File: config.mk
export PLATFORM = sky130hd
export DESIGN_NAME = serial_adder
export DESIGN_NICKNAME = d
export VERILOG_FILES = /design/src/rtl/serial_adder.sv
export SDC_FILE = /design/constraint.sdc
export NUM_CORES = 1
export LEC_CHECK = 0
export BUFFER_PORTS_ARGS = -buffer_cell sky130_fd_sc_hd__clkbuf_2
export CORE_ASPECT_RATIO = 1.75
export CORE_MARGIN = 8
export CORE_UTILIZATION = 37
export DETAILED_ROUTE_END_ITERATION = 10
export MAX_ROUTING_LAYER = met4
export PLACE_DENSITY = 0.6
export SLEW_MARGIN = 25
export SYNTH_ARGS = -nofsm -noshare
export SYNTH_HDL_FRONTEND = slang
export SYNTH_SLANG_ARGS = --single-unit
File: constraint.sdc
create_clock -name clk -period 1.6 [get_ports clk]
set_clock_uncertainty 0.1 [all_clocks]
set_input_delay 0.24 -clock clk [delete_from_list [all_inputs] [get_ports clk]]
set_output_delay 0.24 -clock clk [all_outputs]
set_load 0.1 [all_outputs]
File: src/rtl/serial_adder.sv
// Bit-serial WIDTH-bit adder.
// One full_adder cell plus a carry flop adds one bit per clock, LSB first.
// Operands are accepted over a start/in_ready handshake. The registered result
// is offered over an out_valid/out_ready handshake.
//
// Handshake semantics, identical on both sides: a transfer happens on a rising
// clk edge where valid and ready are both high. Valid and ready are decoded
// from registered state only, so no input reaches any output combinationally.
// Input side:  start is the valid and in_ready is the ready.
// Output side: out_valid is the valid and out_ready is the ready.

module full_adder (
    input  logic a,
    input  logic b,
    input  logic c,
    output logic sum,
    output logic carry
);
    assign sum   = a ^ b ^ c;
    assign carry = (a & b) | (c & (a ^ b));
endmodule

module serial_adder #(
    parameter int WIDTH = 8
) (
    input  logic             clk,
    input  logic             rst,
    input  logic             start,
    output logic             in_ready,
    input  logic [WIDTH-1:0] a,
    input  logic [WIDTH-1:0] b,
    input  logic             cin,
    output logic             out_valid,
    input  logic             out_ready,
    output logic [WIDTH-1:0] sum,
    output logic             cout,
    output logic             busy,
    output logic [1:0]       dbg_state
);
    localparam int CNT_W = $clog2(WIDTH);
    localparam logic [CNT_W-1:0] LAST = CNT_W'(WIDTH - 1);

    typedef enum logic [1:0] {
        IDLE = 2'd0,
        RUN  = 2'd1,
        DONE = 2'd2
    } state_e;

    state_e           state_q, state_d;
    logic [WIDTH-1:0] a_sr_q, a_sr_d;
    logic [WIDTH-1:0] b_sr_q, b_sr_d;
    logic [WIDTH-1:0] s_sr_q, s_sr_d;
    logic             carry_q, carry_d;
    logic [CNT_W-1:0] cnt_q, cnt_d;
    logic [WIDTH-1:0] sum_q, sum_d;
    logic             cout_q, cout_d;

    logic fa_sum;
    logic fa_carry;

    // The single arithmetic cell, fed from the low bits of the shifters and the carry flop
    full_adder u_fa (
        .a     (a_sr_q[0]),
        .b     (b_sr_q[0]),
        .c     (carry_q),
        .sum   (fa_sum),
        .carry (fa_carry)
    );

    // Next-state and datapath update; every target is given its hold value first
    always_comb begin
        state_d = state_q;
        a_sr_d  = a_sr_q;
        b_sr_d  = b_sr_q;
        s_sr_d  = s_sr_q;
        carry_d = carry_q;
        cnt_d   = cnt_q;
        sum_d   = sum_q;
        cout_d  = cout_q;
        case (state_q)
            IDLE: begin
                if (start) begin
                    a_sr_d  = a;
                    b_sr_d  = b;
                    carry_d = cin;
                    cnt_d   = '0;
                    state_d = RUN;
                end
            end
            RUN: begin
                s_sr_d  = {fa_sum, s_sr_q[WIDTH-1:1]};
                a_sr_d  = a_sr_q >> 1;
                b_sr_d  = b_sr_q >> 1;
                carry_d = fa_carry;
                cnt_d   = cnt_q + CNT_W'(1);
                if (cnt_q == LAST) begin
                    // The top bit is being produced on this edge, so publish the assembled word now
                    sum_d   = {fa_sum, s_sr_q[WIDTH-1:1]};
                    cout_d  = fa_carry;
                    state_d = DONE;
                end
            end
            DONE: begin
                if (out_ready) begin
                    state_d = IDLE;
                end
            end
            default: state_d = IDLE;
        endcase
    end

    // State and datapath registers with synchronous reset
    always_ff @(posedge clk) begin
        if (rst) begin
            state_q <= IDLE;
            a_sr_q  <= '0;
            b_sr_q  <= '0;
            s_sr_q  <= '0;
            carry_q <= 1'b0;
            cnt_q   <= '0;
            sum_q   <= '0;
            cout_q  <= 1'b0;
        end else begin
            state_q <= state_d;
            a_sr_q  <= a_sr_d;
            b_sr_q  <= b_sr_d;
            s_sr_q  <= s_sr_d;
            carry_q <= carry_d;
            cnt_q   <= cnt_d;
            sum_q   <= sum_d;
            cout_q  <= cout_d;
        end
    end

    assign in_ready  = (state_q == IDLE);
    assign busy      = (state_q == RUN);
    assign out_valid = (state_q == DONE);
    assign sum       = sum_q;
    assign cout      = cout_q;
    assign dbg_state = state_q;

endmodule
# == Word level (Yosys, flattened, before mapping) ==
# Index checks and enable logic that the tools add are counted.
# op_classes
reduce_logical,5
n_mux,12
bitwise_logic,5
n_eq_ne,6
add_sub_neg,1
# ops
cell,n
$pmux W8 S2,2
$mux W8,2
$mux W2,3
$pmux W2 S3,1
$pmux W3 S2,1
$ne A2 B1 Y1 const B,2
$reduce_and A2 Y1,2
$add A3 B1 Y3 const B,1
$eq A3 B3 Y1 const B,1
$mux W3,1
$reduce_and A3 Y1,1
$and A1 B1 Y1,2
$eq A2 B1 Y1 const B,1
$eq A2 B2 Y1 const B,1
$logic_not A2 Y1,1
$ne A2 B2 Y1 const B,1
$pmux W1 S2,1
$reduce_bool A2 Y1,1
$xor A1 B1 Y1,2
$mux W1,1
$or A1 B1 Y1,1
# totals
output_inout_bits,14
register_bits,39
input_bits,21

# == Longest topological paths before layout ==
# Gate-level depths: netlist of the first run.
# depth
word_depth,4
depth_mapped,7

# == By module ==
# From an unflattened synthesis of the first run, not the netlist that was laid out.
# unflattened
cells_unflattened,169
area_unflattened_um2,1530.2
# by_module_without_submodules
module,instances,area_per_inst_um2,seq_area_each_um2,cells_each
serial_adder,1,1510.2,760.7,168
full_adder,1,20.0,0.0,1

# == Worst setup path after synthesis of the first run ==
# OpenSTA, ideal clock, no wires.
# synth_timing
kind,reg2reg
startpoint,register state_q[1] (netlist: dbg_state[1])
endpoint,register state_q[1] (netlist: dbg_state[1])
path_buffers,0
setup_slack_ns,-1.344
path_stages_with_launch,4
t_arrival_ns,2.773
setup_time_ns,0.071
cell_sequence,dfxtp_1 nor2b_1 nand2b_1 a21oi_1
# synth_between
elab_chain_cells,3
word_cells_on_any_way,8
classes_between,eq/ne: 5; mux: 1; reduce/logical: 2
# synth_lines
item,line_no,text
"start, declared",49,"state_e state_q, state_d;"
"start signal, assigned",124,state_q <= state_d;
$eq A2 B2 Y1 (*),--,
named net out_valid,33,"output logic out_valid,"
$ne A2 B1 Y1 (no source line),--,
$reduce_and A3 Y1 (no source line),--,
# The timed path passes the listed nets; every way through them passes the cells marked *.
# A chain may end at the register's enable or synchronous reset.

# == Worst setup path in the final report of the first run ==
# layout_timing
startpoint,register state_q[0] (netlist: dbg_state[0])
endpoint,output port busy
# layout_between
elab_chain_cells,1
# layout_lines
item,line_no,text
$eq A2 B1 Y1,136,assign busy = (state_q == RUN);
"end, declared",37,"output logic busy,"
# No other way between the ends.

==> results of run 1 <==
[worst min path at each step]
stage / to / slack [ps] / cells after the start
global placement: sum[0] / 340 / 2
floorplan: a_sr_q[7] / 310 / 2
detailed placement: sum[3] / 350 / 2
finish: a_sr_q[1] / 120 / 2
global route: a_sr_q[1] / 120 / 2
CTS: a_sr_q[1] / 120 / 2
[synthesized netlist by cell type, drive strengths merged]
library cell and count:
ha 2, o221a 15, a22oi 2, a211oi 1, clkbuf 4, nand2b 2, nand3 8, dfxtp 38
nor2 9, nor3 1, a32oi 2, o21bai 1, fa 1, buf 8, nand3b 1, nor2b 1
a21oi 31, inv 17, mux2i 2, nand2 23
[logic make-up (layout without fill, tap and decap cells)]
family,after synthesis,in the layout
buffers and inverters,29,69
multiplexers,2,2
AO/OA/AOI/OAI,52,52
adder cells (fa/ha/maj),3,3
flip-flops,38,38
AND/OR/NAND/NOR,45,45
[cells in the final DEF (no fill, tap or decap), drive strengths merged]
master and count:
a211oi 1, a21oi 31, a22oi 2, a32oi 2, buf 15, clkbuf 36
clkinv 1, dfxtp 38, fa 1, ha 2, inv 17, mux2i 2
nand2 23, nand2b 2, nand3 8, nand3b 1, nor2 9, nor2b 1
nor3 1, o21bai 1, o221a 15
[critical path, delay by kind of cell, from the launching register on]
kind	cells	cell delay (ps)
DFF	1	340
and+or+nand+nor	1	120
buffers and inverters	3	420
[state kept, by name, summed over array words and instances, names as in the netlist]
| register | count |
|---|---|
| b_sr_q | 8 |
| a_sr_q | 8 |
| cout | 1 |
| cnt_q | 3 |
| dbg_state | 2 |
| s_sr_q | 7 |
| sum | 8 |
| carry_q | 1 |
[repair_timing]
item | in CTS | in global routing
buffers inserted | 2 | 0
setup endpoints to repair | 17 | 0
gates resized for setup | 1 | 0
[report_power, final]
part	switching, W	internal, W
sequential	0.0000290	0.000991
clock	0.000321	0.000347
combinational	0.000152	0.000113
total	0.000502	0.00145
[through the flow]
stage / cell area, µm² / setup TNS, ps / hold WS [ps]
global route: 1943 / 0 / 119.3
finish: 1943 / 0 / 123.0
floorplan: 1573 / -4568 / 305.8
global placement: 1834 / -973.9 / 343.2
detailed placement: 1834 / -1877 / 349.0
CTS: 1943 / 0 / 117.0
[metal layers]
metal / track usage (%) / part of all wire [%] / routed length, µm
met3: 3.675 / 4.9 / 169
met5: - / 0 / 0
met1: 11.70 / 43 / 1490
met2: 19.62 / 51 / 1751
met4: 5.574 / 1.6 / 55
[layout make-up]
| cell class | count | area (µm²) | share of cell area (%) |
|---|---|---|---|
| Sequential cell | 38 | 768.2 | 39.54 |
| Timing Repair Buffer | 44 | 307.8 | 15.84 |
| Multi-Input combinational cell | 102 | 648.1 | 33.35 |
| Clock buffer | 7 | 86.33 | 4.443 |
| Inverter | 17 | 66.31 | 3.413 |
| Tap cell | 49 | 61.31 | 3.155 |
| Clock inverter | 1 | 5.005 | 0.2576 |
==> reports/results.env, run 1 <==
CLKLATENCYLATEPIN_PS=290
TIMING.SETUP.CRITICAL_PATH_CLASS='reg -> out'
CTS.CLK_SLEW.WORST_PATHS_PS=70
DPL.CELL_COUNT=248
FLOORPLAN.DIE_AREA_UM2=6531
SYNTH_SEQ_AREA_SHARE_PCT=49.71
PRE_CTS_SLACK_PS=-141.1
CRITPATHARRIVALTIME_PS=1180
TIMING.SLEW.HEADROOM_PCT=56.33
REGTOREGENDPOINT='carry_q'
SYN2LAYOUT_AREA_GROWTH_PCT=26.98
DRT_ITER0_MARKERS=42
ROUTE.FINAL.WIRE_LENGTH_MM=3.466
MAIN_COMBINATIONAL_CELL_FAMILY_BY_AREA_AFTER_SYNTHESIS='compound AO/OA/AOI/OAI gates'
VIA_COUNT_OF_THE_FIRST_GLOBAL_ROUTING_PASS=1373
TIMING.HOLD.WORST.CLASS='in -> reg'
CRITICAL-PATH-MAX-STAGE-DELAY_PS=340
SYNTH-ADDER-AREA-SHARE_PCT=2.944
GRT_ANTENNA_BEFORE_REPAIR=0
CP-ENDPOINT='busy'
CLOCK_TREE.ROOT_CELL='clkbuf_8'
WORSTREGTOREGCELLS=7
SYNTH.NET_COUNT=193
HOLD_VIOL=0
GR-USAGE-ALL-LAYERS_PCT=11.58
CHIPHEIGHT_UM=101.1
GRT_SETUP_UNREPAIRED='no'
ROUTED_WIRE_LENGTH_PER_INSTANCE_UM=13.43
INITIAL_STANDARD_CELL_UTILIZATION_OF_THE_CORE_PCT=37.57
CTS.HOLD.BUFFERS_ADDED=0
CP_CELL_SEQUENCE='buf_4, nand2b_1, inv_4, buf_12'
BASIC_GATE_SHARE_OF_THE_SYNTHESIZED_AREA_COUNTING_AND_OR_NAND_AND_NOR_CELLS_PCT=12.67
CRIT_PATH_START_KIND='flop'
FINAL_CELLS=258
SYNTHXORXNORAREAFRAC_PCT=0
CRITICAL_PATH_PEAK_FANOUT=7
NUM-FILL-CELLS=420
INSERTEDDIODECOUNT=0
WORST_EP_REQUIRED_TIME_PS=1260
NUMCTSBUFFERS=5
SYNTH.LARGEST_AREA_CELL='dfxtp_1'
WORSTSETUPENDPOINTTYPE='output pin'
SYNTHDOMINANTCELLAREASHARE_PCT=49.71
TIMING.CRITICAL_PATH.FROM='dbg_state[0]'
DIE_W_UM=64.62
DP_HPWL_MM=2.518
WORST_SLEW_PIN_SLEW_PS=654.4
FINAL_LAYOUT_SIZE_SUFFIX_GT1_SHARE_PCT=29.67
MIN_FROM='a[1]'
CTS_TREE='done'
PIN_COUNT_OF_THE_BIGGEST_NET_ENTERING_GLOBAL_ROUTING=32
HTREEDEPTH=2
SYNTH_TOP_CELLS_BY_AREA='dfxtp_1, a21oi_1, o221a_1, nand2_1, inv_1'
GRT_PASS1_WL_MM=5.975
NUMPORTBUFFERS=34
LAYOUT_WORST_PATH_CYCLE_SHARE_PCT=94.94
CORE-AREA_UM2=4073
WORSTREG2REGSTART='dbg_state[0]'
SYNTH_COMPOUND_GATE_AREA_SHARE_PCT=24.28
FIN_TOTAL_PWR_W=0.001953
FINAL_UTIL_PCT=47.71
GRT-OVFL-TOTAL=0
DR.PASS1.ITERS=4
PWR_DENSITY_CELL_nW_PER_UM2=1005
VIA_PER_INST=5.062
ANTENNA_VIOLATING_NETS_POST_ROUTE=0
SYNTHMUXAREASHARE_PCT=1.308
TIMING.FMAX_MHz=658.3
SETUP_SLACK_OF_THE_WORST_REGISTER_TO_REGISTER_PATH_PS=130
CAP_VIOLATIONS=0
FIN_NETS=232
P_LEAK_nW=0.7975
FINALSETUPVIOLATIONS=0
CPMAXSTAGEDELAYCELL='dfxtp_4'
SYNTH_AREA_PER_CELL_UM2=9.055
POST_SYNTH_INSTANCE_AREA_UM2=1530
POSTLAYOUTSETUPSLACKWORST_PS=81.00
ROUTE.VIAS.TOTAL=1306
DRV_SLEW=0
SYNTH_CELLS=169
NUMBER_OF_LIBRARY_CELL_TYPES_MAPPED_BY_SYNTHESIS=25
WORST_SUPPLY_VOLTAGE_DROP_ON_VDD_uV=644.9
RUN_STATUS='complete, no violations'
GLOBALPLACE.CONGESTION=0.7096
TOP_LEVEL_PORTS=35
CTS_BUFFER_DEPTH=2
DRC=0
CLOCK-SINKS=38
SYNTH-SEQ-CELLS=38
ROWS=31
PERIOD_MINUS_SLACK_PS=1519
YS_WARN_COUNT=0
(Power assumes the default switching activity.)
==> run 2, diff against run 1 <==
- CTS_CLUSTER_DIAMETER: default -> 150
- PLACE_DENSITY: 0.6 -> 0.58
- RECOVER_POWER: default -> 50
==> reports/results.env, run 2 (synthesized netlist as in run 1, its figures left out) <==
GLOBALPLACE.CONGESTION=0.7221  # was 0.7096
BUSIEST_LAYER='met2'  # unchanged
LAYOUT_WORST_PATH_CYCLE_SHARE_PCT=92.89  # was 94.94%
CTS.HOLD.BUFFERS_ADDED=0  # unchanged
GRT-OVFL-TOTAL=0  # unchanged
ROWS=31  # unchanged
CAP_VIOLATIONS=0  # unchanged
WORST_EP_REQUIRED_TIME_PS=1260  # about the same
DPL.CELL_COUNT=244  # was 248
CP_CELL_SEQUENCE='nand2b_4, bufinv_8, buf_12'  # was buf_4, nand2b_1, inv_4, buf_12
GRT_PASS1_WL_MM=6.030  # was 5.975 mm
PRE_CTS_SLACK_PS=38.01  # was -141.1 ps
TIMING.CRITICAL_PATH.FROM='dbg_state[1]'  # was dbg_state[0]
RUN_STATUS='complete, no violations'  # unchanged
VIA_COUNT_OF_THE_FIRST_GLOBAL_ROUTING_PASS=1331  # was 1373
FINAL_CELLS=255  # was 258
DR.PASS1.ITERS=4  # unchanged
MOST_FREQUENT_CELLS_IN_THE_LAYOUT='dfxtp_1, a21oi_1, clkbuf_2'  # unchanged
ANTENNA_VIOLATING_NETS_POST_ROUTE=0  # unchanged
CORE-AREA_UM2=4073  # unchanged
CRITPATHARRIVALTIME_PS=1150  # was 1180 ps
CTS_BUFFER_DEPTH=2  # unchanged
DIE_W_UM=64.62  # unchanged
CPMAXSTAGEDELAYCELL='dfxtp_4'  # unchanged
INSERTEDDIODECOUNT=0  # unchanged
WORSTSETUPENDPOINTTYPE='output pin'  # unchanged
P_LEAK_nW=0.7768  # was 0.7975 nW
CRITICAL_PATH_PEAK_FANOUT=8  # was 7
TIMING.FMAX_MHz=672.9  # was 658.3 MHz
M1_GR_USAGE_PCT=12.24  # was 11.70%
CTS.CLK_SLEW.WORST_PATHS_PS=80  # was 70 ps
MOST_FREQUENT_STANDARD_CELL_IN_THE_LAYOUT_EXCLUDING_FILL_AND_TAP_CELLS='dfxtp_1'  # unchanged
TOP_LEVEL_PORTS=35  # unchanged
MET2_DEMAND_TO_CAPACITY_SHARE_IN_GLOBAL_ROUTING_PCT=19.54  # was 19.62%
CLKLATENCYLATEPIN_PS=280  # was 290 ps
TIMING.SLEW.HEADROOM_PCT=57.58  # was 56.33%
INITIAL_STANDARD_CELL_UTILIZATION_OF_THE_CORE_PCT=37.57  # unchanged
CHIPHEIGHT_UM=101.1  # unchanged
ROUTE.FINAL.WIRE_LENGTH_MM=3.436  # was 3.466 mm
SYN2LAYOUT_AREA_GROWTH_PCT=23.47  # was 26.98%
GRT_SETUP_UNREPAIRED='no'  # unchanged
WORST_SLEW_PIN_SLEW_PS=636.3  # was 654.4 ps
PIN_COUNT_OF_THE_BIGGEST_NET_ENTERING_GLOBAL_ROUTING=33  # was 32
CTS_TREE='done'  # unchanged
FIN_NETS=229  # was 232
VIA_PER_INST=5.157  # was 5.062
CLOCK-SINKS=38  # unchanged
GLOBALROUTEMET3UTIL_PCT=3.341  # was 3.675%
POSTLAYOUTSETUPSLACKWORST_PS=113.8  # was 81.00 ps
CRIT_PATH_START_KIND='flop'  # unchanged
DRV_SLEW=0  # unchanged
CLOCK_TREE.ROOT_CELL='clkbuf_8'  # unchanged
FINALSETUPVIOLATIONS=0  # unchanged
HOLD_VIOL=0  # unchanged
DP_HPWL_MM=2.457  # was 2.518 mm
GR-USAGE-ALL-LAYERS_PCT=11.67  # was 11.58%
ROUTE.VIAS.TOTAL=1315  # was 1306
NUM-FILL-CELLS=442  # was 420
ROUTED_WIRE_LENGTH_PER_INSTANCE_UM=13.47  # was 13.43 µm
DRT_ITER0_MARKERS=43  # was 42
HTREEDEPTH=2  # unchanged
WORST_SUPPLY_VOLTAGE_DROP_ON_VDD_uV=785.2  # was 644.9 µV
NUMCTSBUFFERS=5  # unchanged
PERIOD_MINUS_SLACK_PS=1486  # was 1519 ps
TIMING.SETUP.CRITICAL_PATH_CLASS='reg -> out'  # unchanged
TIMING.HOLD.WORST.CLASS='in -> reg'  # unchanged
FINAL_LAYOUT_SIZE_SUFFIX_GT1_SHARE_PCT=27.67  # was 29.67%
NUMPORTBUFFERS=34  # unchanged
FLOORPLAN.DIE_AREA_UM2=6531  # unchanged
GRT_ANTENNA_BEFORE_REPAIR=0  # unchanged
MIN_FROM='a[7]'  # was a[1]
PWR_DENSITY_CELL_nW_PER_UM2=1011  # was 1005 nW/µm²
FIN_TOTAL_PWR_W=0.001910  # was 0.001953 W
CRITICAL-PATH-MAX-STAGE-DELAY_PS=370  # was 340 ps
WORSTREG2REGSTART='cnt_q[0]'  # was dbg_state[0]
DRC=0  # unchanged
## run 2: cell count changes in the layout (fill, tap and decap cells not counted)
cell	before	now
nor2_1	7	8
nand2b_4	0	1
clkbuf_8	6	5
buf_12	4	2
clkinv_4	0	1
clkbuf_4	0	1
clkbuf_1	1	2
bufinv_8	0	1
nor2_4	1	0
clkbuf_2	29	31
buf_4	11	5
inv_1	16	17
nand2b_1	2	1
inv_4	1	0
## run 2: timing repair
action / CTS / global route
setup endpoints to repair: 1 / 2
cloned: 1 / 0
endpoints found under the hold margin: 0 / 0
gates resized for setup: 3 / 1
buffers inserted: 1 / 1
## run 2: worst max-delay path: cells and delay by family (launching register included)
kind,cells,cell delay (ps)
AND/OR/NAND/NOR,1,150
flip-flops,1,370
buffers and inverters,2,350
## run 2: power breakdown
group / internal [W] / switching [W]
Clock: 0.000307 / 0.000327
Sequential: 0.000990 / 0.0000327
Combinational: 0.000107 / 0.000146
Total: 0.00140 / 0.000506
## run 2: layout make-up
cell class | instances | area, µm² | area share, %
inverters | 17 | 77.57 | 4.106
repair inverters | 1 | 3.754 | 0.1987
multi-input cells | 102 | 648.1 | 34.30
well taps | 49 | 61.31 | 3.245
repair buffers | 40 | 244.0 | 12.91
flip-flops and latches | 38 | 768.2 | 40.66
clock buffers | 6 | 72.57 | 3.841
clock inverters | 2 | 13.76 | 0.7285
## run 2: stage by stage
stage | hold WS, ps | utilization [%] | TNS (ps) | cell area (µm²)
floorplan | 305.8 | - | -4568 | 1573
global placement | 343.1 | 43.99 | 0 | 1792
detailed placement | 347.1 | 43.99 | 0 | 1792
CTS | 116.0 | 46.79 | 0 | 1906
global route | 119.6 | 46.39 | 0 | 1889
finish | 117.6 | 46.39 | 0 | 1889
## run 2: path summary, 6_finish.rpt
check	endpoint	slack (ps)	cells after the start
setup / recovery	busy	110	3
hold / removal	a_sr_q[7]	120	3
setup reg to reg	cout	150	6
hold reg to reg	sum[2]	360	2
## run 2: routing by layer
layer	part of all wire (%)	vias to the layer above	wire length [µm]
met3	3.4	4	117
met4	1.0	0	36
met5	0	-	0
met1	42	628	1458
met2	53	29	1825
li1	-	654	-
==> run 3, diff against run 2 <==
- CORE_ASPECT_RATIO: 1.75 -> 0.75
==> reports/results.env, run 3 (synthesized netlist as in run 1, its figures left out) <==
DRT_ITER0_MARKERS=88  # was 43
TOP_LEVEL_PORTS=35  # unchanged
INSERTEDDIODECOUNT=0  # unchanged
MOST_FREQUENT_CELLS_IN_THE_LAYOUT='dfxtp_1, a21oi_1, clkbuf_2'  # unchanged
GR-USAGE-ALL-LAYERS_PCT=11.37  # was 11.67%
VIA_COUNT_OF_THE_FIRST_GLOBAL_ROUTING_PASS=1314  # was 1331
DPL-INSTANCE-AREA_UM2=1814  # was 1792 µm²
HOLD_VIOL=0  # unchanged
CRIT_PATH_START_KIND='flop'  # unchanged
WORST_EP_REQUIRED_TIME_PS=1260  # about the same
FINALSETUPVIOLATIONS=0  # unchanged
PIN_COUNT_OF_THE_BIGGEST_NET_ENTERING_GLOBAL_ROUTING=35  # was 33
TIMING.SETUP.CRITICAL_PATH_CLASS='reg -> out'  # unchanged
GLOBALPLACE.CONGESTION=0.7617  # was 0.7221
HTREEDEPTH=2  # unchanged
FIN_NETS=230  # was 229
DPL.CELL_COUNT=252  # was 244
P_LEAK_nW=0.7860  # was 0.7768 nW
FIN_TOTAL_PWR_W=0.002077  # was 0.001910 W
CORE-AREA_UM2=4004  # was 4073 µm²
CLKLATENCYLATEPIN_PS=290  # was 280 ps
FINAL_CELL_AREA_UM2=1943  # was 1889 µm²
CRITICAL_PATH_PEAK_FANOUT=17  # was 8
CRITPATHARRIVALTIME_PS=1180  # was 1150 ps
VIA_PER_INST=5.019  # was 5.157
NUMPORTBUFFERS=34  # unchanged
RUN_STATUS='complete, no violations'  # unchanged
WORST_SLEW_PIN_SLEW_PS=661.7  # was 636.3 ps
ROWS=20  # was 31
DR.PASS1.ITERS=4  # unchanged
CLOCK_TREE.ROOT_CELL='clkbuf_8'  # unchanged
CTS.CLK_SLEW.WORST_PATHS_PS=80  # about the same
TIMING.SLEW.HEADROOM_PCT=55.84  # was 57.58%
GRT_SETUP_UNREPAIRED='no'  # unchanged
SYN2LAYOUT_AREA_GROWTH_PCT=26.98  # was 23.47%
DP_HPWL_MM=2.424  # was 2.457 mm
FINAL_UTIL_PCT=48.53  # was 46.39%
INITIAL_STANDARD_CELL_UTILIZATION_OF_THE_CORE_PCT=38.22  # was 37.57%
FINAL_LAYOUT_SIZE_SUFFIX_GT1_SHARE_PCT=28.99  # was 27.67%
CTS_BUFFER_DEPTH=2  # unchanged
TNS_PS=0  # unchanged
DIE_W_UM=90.26  # was 64.62 µm
TIMING.HOLD.WORST.CLASS='in -> reg'  # unchanged
ROUTE.VIAS.TOTAL=1315  # unchanged
CTS_TREE='done'  # unchanged
GRT_PASS1_WL_MM=5.934  # was 6.030 mm
GRT_ANTENNA_BEFORE_REPAIR=0  # unchanged
PERIOD_MINUS_SLACK_PS=1524  # was 1486 ps
FLOORPLAN.DIE_AREA_UM2=6471  # was 6531 µm²
WORSTSETUPENDPOINTTYPE='output pin'  # unchanged
ROUTE.FINAL.WIRE_LENGTH_MM=3.589  # was 3.436 mm
CLOCK-SINKS=38  # unchanged
TIMING.FMAX_MHz=656.1  # was 672.9 MHz
GRT-OVFL-TOTAL=0  # unchanged
NUMCTSBUFFERS=5  # unchanged
CTS.HOLD.BUFFERS_ADDED=0  # unchanged
LAYOUT_WORST_PATH_CYCLE_SHARE_PCT=95.25  # was 92.89%
PWR_DENSITY_CELL_nW_PER_UM2=1069  # was 1011 nW/µm²
FINAL_CELLS=262  # was 255
DRV_SLEW=0  # unchanged
MOST_FREQUENT_STANDARD_CELL_IN_THE_LAYOUT_EXCLUDING_FILL_AND_TAP_CELLS='dfxtp_1'  # unchanged
CHIPHEIGHT_UM=71.70  # was 101.1 µm
ANTENNA_VIOLATING_NETS_POST_ROUTE=0  # unchanged
CAP_VIOLATIONS=0  # unchanged
DRC=0  # unchanged
SETUP_SLACK_OF_THE_WORST_REGISTER_TO_REGISTER_PATH_PS=100  # was 150 ps
WORST_SUPPLY_VOLTAGE_DROP_ON_VDD_uV=604.8  # was 785.2 µV
ROUTED_WIRE_LENGTH_PER_INSTANCE_UM=13.70  # was 13.47 µm
## run 3: changes by cell type in the layout (fill, tap and decap cells not counted), sizes merged
cell / before / now
buf: 7 / 8
clkinvlp: 0 / 1
clkbuf: 39 / 38
## run 3: area by class of cell
| cell class | instances | area (µm²) |
|---|---|---|
| clock buffer | 5 | 68.82 |
| clock inverter | 3 | 40.04 |
| fill | 403 | 2061 |
| inverter | 17 | 80.08 |
| multi-input combinational | 102 | 650.6 |
| sequential | 38 | 768.2 |
| tap | 55 | 68.82 |
| timing repair buffer | 41 | 259.0 |
| timing repair inverter | 1 | 7.507 |
## run 3: where the power goes
group	switching (W)	internal [W]	total [W]
Sequential	0.0000333	0.000991	0.00102
Clock	0.000333	0.000459	0.000792
Combinational	0.000155	0.000106	0.000261
## run 3: critical path, cell delays in order (launching register included)
cell and delay [ps]:
dfxtp_4 380, nand2b_4 210, inv_16 120, buf_16 170
## run 3: what timing repair did
item	in CTS	in global routing
pin swaps	0	0
setup buffers	2	0
cloned	0	1
resized for setup	2	7
endpoints found under the hold margin	0	0
endpoints found under the setup margin	18	2
## run 3: final timing paths
kind / from / to / cells past startpoint
worst min-delay path: out_ready / dbg_state[1] / 3
worst min register to register: sum[6] / sum[6] / 2
worst max register to register: dbg_state[1] / a_sr_q[2] / 4
worst max-delay path: dbg_state[1] / busy / 3
## run 3: metrics by stage
stage | setup WS (ps) | hold WS [ps]
after floorplan | -341.1 | 305.8
after global placement | -24.46 | 341.6
after detailed placement | -164.4 | 346.3
after CTS | -148.9 | 107.6
after global routing | 8.757 | 124.8
final | 75.96 | 109.1
## run 3: metal layers
layer  wire length (µm)  global-route usage, %  vias up
li1                   -                      -      660
met1               1696                  13.04      607
met2               1651                  18.16       41
met3                189                  3.445        7
met4                 52                  4.963        0
met5                  0                      -        -
